**src/rtl/regfile_multiport.sv**
```systemverilog
// Parametrised multi-read / multi-write register file with a zero register,
// write-to-read bypass and a hardware clear sweep that runs after reset or on request.
// Optional macro REGFILE_SCOREBOARD_EN adds per-entry pending (reservation) tracking.
module regfile_multiport #(
  parameter int DATA_WIDTH = 32,
  parameter int ADDR_WIDTH = 5,
  parameter int NUM_READ   = 2,
  parameter int NUM_WRITE  = 1,
  parameter int ZERO_REG   = 1,
  parameter int BYPASS     = 1
) (
  input  logic                             clk,
  input  logic                             rst_n,
  input  logic [NUM_READ*ADDR_WIDTH-1:0]   rd_addr,
  output logic [NUM_READ*DATA_WIDTH-1:0]   rd_data,
  input  logic [NUM_WRITE-1:0]             wr_en,
  input  logic [NUM_WRITE*ADDR_WIDTH-1:0]  wr_addr,
  input  logic [NUM_WRITE*DATA_WIDTH-1:0]  wr_data,
  input  logic                             clear_req,
  output logic                             busy
`ifdef REGFILE_SCOREBOARD_EN
  ,
  input  logic                             rsv_en,
  input  logic [ADDR_WIDTH-1:0]            rsv_addr,
  output logic [NUM_READ-1:0]              rd_pending
`endif
);

  localparam int DEPTH = 2 ** ADDR_WIDTH;
  localparam logic ZERO_EN   = (ZERO_REG != 0);
  localparam logic BYPASS_EN = (BYPASS != 0);

  localparam logic [0:0] ST_CLEAR = 1'b0;
  localparam logic [0:0] ST_IDLE  = 1'b1;

  localparam logic [ADDR_WIDTH-1:0] ADDR_ZERO = {ADDR_WIDTH{1'b0}};
  localparam logic [ADDR_WIDTH-1:0] ADDR_LAST = {ADDR_WIDTH{1'b1}};

  logic [0:0]            r_state;
  logic [ADDR_WIDTH-1:0] r_cnt;
  logic                  r_busy;
  logic [DATA_WIDTH-1:0] r_mem [DEPTH];

  logic [ADDR_WIDTH-1:0] w_rd_addr [NUM_READ];
  logic [DATA_WIDTH-1:0] w_rd_data [NUM_READ];
  logic [NUM_READ-1:0]   w_rd_zero;
  logic [ADDR_WIDTH-1:0] w_wr_addr [NUM_WRITE];
  logic [DATA_WIDTH-1:0] w_wr_data [NUM_WRITE];
  logic [NUM_WRITE-1:0]  w_wr_acc;
  logic                  w_idle;

  assign w_idle = (r_state == ST_IDLE);
  assign busy   = r_busy;

  genvar gi;
  for (gi = 0; gi < NUM_READ; gi++) begin : g_rd
    assign w_rd_addr[gi] = rd_addr[gi*ADDR_WIDTH +: ADDR_WIDTH];
    assign w_rd_zero[gi] = ZERO_EN && (w_rd_addr[gi] == ADDR_ZERO);
    assign rd_data[gi*DATA_WIDTH +: DATA_WIDTH] = w_rd_data[gi];
  end

  for (gi = 0; gi < NUM_WRITE; gi++) begin : g_wr
    assign w_wr_addr[gi] = wr_addr[gi*ADDR_WIDTH +: ADDR_WIDTH];
    assign w_wr_data[gi] = wr_data[gi*DATA_WIDTH +: DATA_WIDTH];
  end

  // A write is accepted only in IDLE and never to the hardwired zero entry.
  always_comb begin
    w_wr_acc = {NUM_WRITE{1'b0}};
    for (int j = 0; j < NUM_WRITE; j++) begin
      if (w_idle && wr_en[j] && !(ZERO_EN && (w_wr_addr[j] == ADDR_ZERO))) begin
        w_wr_acc[j] = 1'b1;
      end else begin
        w_wr_acc[j] = 1'b0;
      end
    end
  end

  // Combinational read with forwarding; highest matching write port wins.
  always_comb begin
    for (int i = 0; i < NUM_READ; i++) begin
      w_rd_data[i] = {DATA_WIDTH{1'b0}};
      if (w_idle && !w_rd_zero[i]) begin
        w_rd_data[i] = r_mem[w_rd_addr[i]];
        for (int j = 0; j < NUM_WRITE; j++) begin
          if (BYPASS_EN && w_wr_acc[j] && (w_wr_addr[j] == w_rd_addr[i])) begin
            w_rd_data[i] = w_wr_data[j];
          end else begin
            w_rd_data[i] = w_rd_data[i];
          end
        end
      end else begin
        w_rd_data[i] = {DATA_WIDTH{1'b0}};
      end
    end
  end

  // Storage: sweep writes zero during CLEAR; later ports override earlier ones.
  always_ff @(posedge clk) begin
    if (r_state == ST_CLEAR) begin
      r_mem[r_cnt] <= {DATA_WIDTH{1'b0}};
    end else begin
      for (int j = 0; j < NUM_WRITE; j++) begin
        if (w_wr_acc[j]) begin
          r_mem[w_wr_addr[j]] <= w_wr_data[j];
        end
      end
    end
  end

  // Clear-sweep control: state, sweep counter and busy flag.
  always_ff @(posedge clk or negedge rst_n) begin
    if (!rst_n) begin
      r_state <= ST_CLEAR;
      r_cnt   <= ADDR_ZERO;
      r_busy  <= 1'b1;
    end else begin
      case (r_state)
        ST_CLEAR: begin
          if (r_cnt == ADDR_LAST) begin
            r_state <= ST_IDLE;
            r_cnt   <= ADDR_ZERO;
            r_busy  <= 1'b0;
          end else begin
            r_cnt   <= r_cnt + 1'b1;
          end
        end
        ST_IDLE: begin
          if (clear_req) begin
            r_state <= ST_CLEAR;
            r_cnt   <= ADDR_ZERO;
            r_busy  <= 1'b1;
          end else begin
            r_state <= ST_IDLE;
          end
        end
        default: begin
          r_state <= ST_CLEAR;
          r_cnt   <= ADDR_ZERO;
          r_busy  <= 1'b1;
        end
      endcase
    end
  end

`ifdef REGFILE_SCOREBOARD_EN
  logic [DEPTH-1:0] r_pend;
  logic [DEPTH-1:0] w_pend_nxt;

  // Pending update: writes clear, a same-cycle reservation re-sets the bit.
  always_comb begin
    w_pend_nxt = r_pend;
    if (!w_idle || clear_req) begin
      w_pend_nxt = {DEPTH{1'b0}};
    end else begin
      for (int j = 0; j < NUM_WRITE; j++) begin
        if (w_wr_acc[j]) begin
          w_pend_nxt[w_wr_addr[j]] = 1'b0;
        end else begin
          w_pend_nxt = w_pend_nxt;
        end
      end
      if (rsv_en && !(ZERO_EN && (rsv_addr == ADDR_ZERO))) begin
        w_pend_nxt[rsv_addr] = 1'b1;
      end else begin
        w_pend_nxt = w_pend_nxt;
      end
    end
  end

  // Pending bit storage.
  always_ff @(posedge clk or negedge rst_n) begin
    if (!rst_n) begin
      r_pend <= {DEPTH{1'b0}};
    end else begin
      r_pend <= w_pend_nxt;
    end
  end

  for (gi = 0; gi < NUM_READ; gi++) begin : g_pend
    assign rd_pending[gi] = r_pend[w_rd_addr[gi]];
  end
`endif

endmodule

```
**config.mk**
```make
export PLATFORM = sky130hd
export DESIGN_NAME = regfile_multiport
export DESIGN_NICKNAME = d
export VERILOG_FILES = /design/src/rtl/regfile_multiport.sv
export SDC_FILE = /design/constraint.sdc
export NUM_CORES = 1
export LEC_CHECK = 0
export ABC_AREA = 0
export BUFFER_PORTS_ARGS = -buffer_cell sky130_fd_sc_hd__buf_2
export CORE_MARGIN = 2
export CORE_UTILIZATION = 56
export DETAILED_ROUTE_END_ITERATION = 6
export PLACE_DENSITY = 0.84
export SETUP_SLACK_MARGIN = 0.3
export SKIP_LAST_GASP = 1
export SLEW_MARGIN = 20
export SYNTH_ARGS = -nofsm -noshare
export SYNTH_HDL_FRONTEND = slang
export SYNTH_SLANG_ARGS = --single-unit
```
**constraint.sdc**
```tcl
create_clock -name clk -period 5 [get_ports clk]
set_input_delay 1 -clock clk [delete_from_list [all_inputs] [get_ports clk]]
set_output_delay 1 -clock clk [all_outputs]
set_load 0.01 [all_outputs]
```
==> metrics <==
number of flops mapped to enable cells by yosys=about 1000; leakage=0.0186 uW; Slew HR=30.3%; outcome=complete, no violations; most frequent cells in the layout=edfxtp_1, mux2i_1, mux4_2; Post-CTS Setup Bufs=0; Die X-Extent=299 microns; post-synthesis simple-gate area fraction=2.06%; crit share post-route=91.5%; Skew-Pair Late Insertion Delay=0.67 ns; critical path class=reg2out; initial antenna violation count=3; All-Layer GR Usage=about a third; Worst Path Max Fanout=32; DIE AREA=roughly 90000 sq um; flop and latch count out of synthesis=1031; # rows=108; Post-Synthesis Cell Area=48800 sq um; CP arrival=3.58 ns; root buffer cell=clkbuf_16; Post-synth ARST share=0.679%; DRT Wirelength=147 mm; Cells after Synth=2722; Final GP Congestion=around 0.89; Post-Synth XOR/XNOR Area=0.215%; Clock Tree Buf Depth=3; fin worst setup slack=0.425 ns; DP Worst Slack=0.560 ns; Iter 0 DRT Violations=4774; Core Box Area=a little under 90000 sq um; clock sink total=1031; Antenna Nets Post-Route=0; Worst R2R Setup Slack=about 1.2 ns; cts bufs inserted=98; via count=31600; share of cells above drive strength 1=between 20 and 30%; vias per inst=approximately 7.7; mux contribution to synthesized area=between 20% and 30%; fmax=219 MHz; # resized after CTS=0; Synth Warn #=0; Adder-Cell Fraction of Synth Area=0.0512%; Distinct cells, synth=46; Worst Setup SP=r_state; max-slew violation count=0; sequential share of the synthesized area=a little over three fifths; Reg area=just over 30000 sq um; hold crit path type=in2async; Port Buf Inserts=roughly 120; Synthesized Nets=2775; top_reg_cell synth=edfxtp_1; Final #Nets=2901; Initial Util=56.4%; FF-to-FF End=r_mem[1][0]; Layout Skew=0.0247 ns; DP HPWL=84.2 mm; Synth Area in Compound Gates=8.47%; Mean Syn Cell Area=between 15 and 20 sq um; Die Ht=299 microns; clock slew at reported path FFs=about 0.060 ns; residual DRC count=0; CP Data Required Time=4.00 ns; Setup TNS=0 ns; max cap viols=0; RSZ-0062 raised after global routing=false; Reg-to-Reg Start=r_state; Pwr Total=between 20000 and 25000 uW; fin util=between 60% and 70%; crit path to=rd_data[37]; Worst R2R Path Depth=7; vias in the first global route=32700; area of the multi-input gates=between 15000 and 20000 sq um; first-pass GRT wire length=214 mm; CTS H-Tree Depth=3; I/O Pins=116; Tmin final=between 4 and 5 ns; Worst Tran Pin Value=1.05 ns; pin count of the biggest net entering global routing=71; DR pass1 iterations=6; routed len/inst=36.0 microns; CTS tree=yes; fill count=5459; Peak VDD IR=around 320 uV; crit start category=register; Final Hold Viols=0; Worst setup EP type=primary output; Power Density=around 410 nW/um^2; final setup vio count=0; commonest non-fill, non-tap cell in the layout=edfxtp_1; # hold bufs at CTS=0; total gr overflow=0; largest family of logic cells by synthesized area=multiplexers; Area Growth Syn to Fin=12.4%; WHS=0.146 ns
==> where the power goes <==
part | internal, uW | leakage (uW) | switching (uW)
sequential | 10600 | 0.00962 | 457
clock | 4130 | 0.00153 | 3260
combinational | 1440 | 0.00744 | 2590
total | 16200 | 0.0186 | 6310
==> flip-flops by register name, indices dropped and copies added, names as in the netlist <==
register,cells
busy,1
r_state,1
r_mem,1024
r_cnt,5
==> synth_stat cells, types with 34 or more instances <==
| cell | n | area share (%) |
|---|---|---|
| mux2i_1 | 353 | 7.2 |
| a221oi_1 | 160 | 2.9 |
| a22oi_1 | 96 | 1.5 |
| a211oi_1 | 64 | 0.98 |
| nor2b_1 | 37 | 0.47 |
| buf_2 | 83 | 0.85 |
| nand2_1 | 39 | 0.30 |
| mux4_2 | 352 | 16 |
| clkbuf_1 | 97 | 0.75 |
| o21ai_0 | 36 | 0.37 |
| a21oi_1 | 34 | 0.35 |
| edfxtp_1 | 1024 | 63 |
| a221o_1 | 64 | 1.3 |
| nor2_1 | 68 | 0.52 |
==> layer usage <==
metal	wire [microns]	GRT usage, %	vias up	part of all wire (%)
li1	-	-	12000	-
met1	47000	40.3	15800	32
met2	69000	51.1	3075	47
met3	19900	9.20	748	14
met4	11200	21.8	4	7.6
met5	30	0	-	0.020
==> critical path: stages, from the launching register on <==
cell	delay (ns)
dfrtp_1	0.76
nand2_1	0.26
o21bai_2	0.27
buf_4	0.19
o311ai_4	0.35
buf_12	0.32
a21oi_1	0.22
a221o_1	0.33
buf_2	0.14
==> final cells by class <==
class | instances | share of cell area (%)
repair buffers | 253 | 4.09
flip-flops and latches | 1031 | 56.3
clock inverters | 64 | 1.07
clock buffers | 115 | 4.66
well taps | 1155 | 2.63
multi-input cells | 1456 | 31.1
inverters | 8 | 0.0547
diodes | 2 | 0.00912
==> worst min-delay path by stage <==
stage	slack [ns]	start	endpoint	depth (start not counted)
3_3_place_gp	0.46	busy	busy	2
5_1_grt	0.15	rst_n	r_state	1
4_1_cts	0.13	rst_n	r_cnt[4]	1
6_report	0.15	rst_n	r_state	1
3_5_place_dp	0.48	busy	busy	2
2_1_floorplan	0.48	busy	busy	2
==> kinds of logic (layout without fill, tap and decap cells) <==
kind of cell,Yosys count,in the layout
compound gates,533,533
xor+xnor,12,12
fa+ha+maj,2,2
buf+inv,235,440
flops,1031,1031
mux,707,707
other cells,0,2
simple gates,202,202
==> per-stage QoR <==
step	area, sq um	std cells
after detailed placement	51700	3902
final	54900	4084
after global placement	51700	3902
after floorplan	48800	2722
after CTS	54900	4081
after global routing	54900	4082
Power figures use the tool's default switching activity.
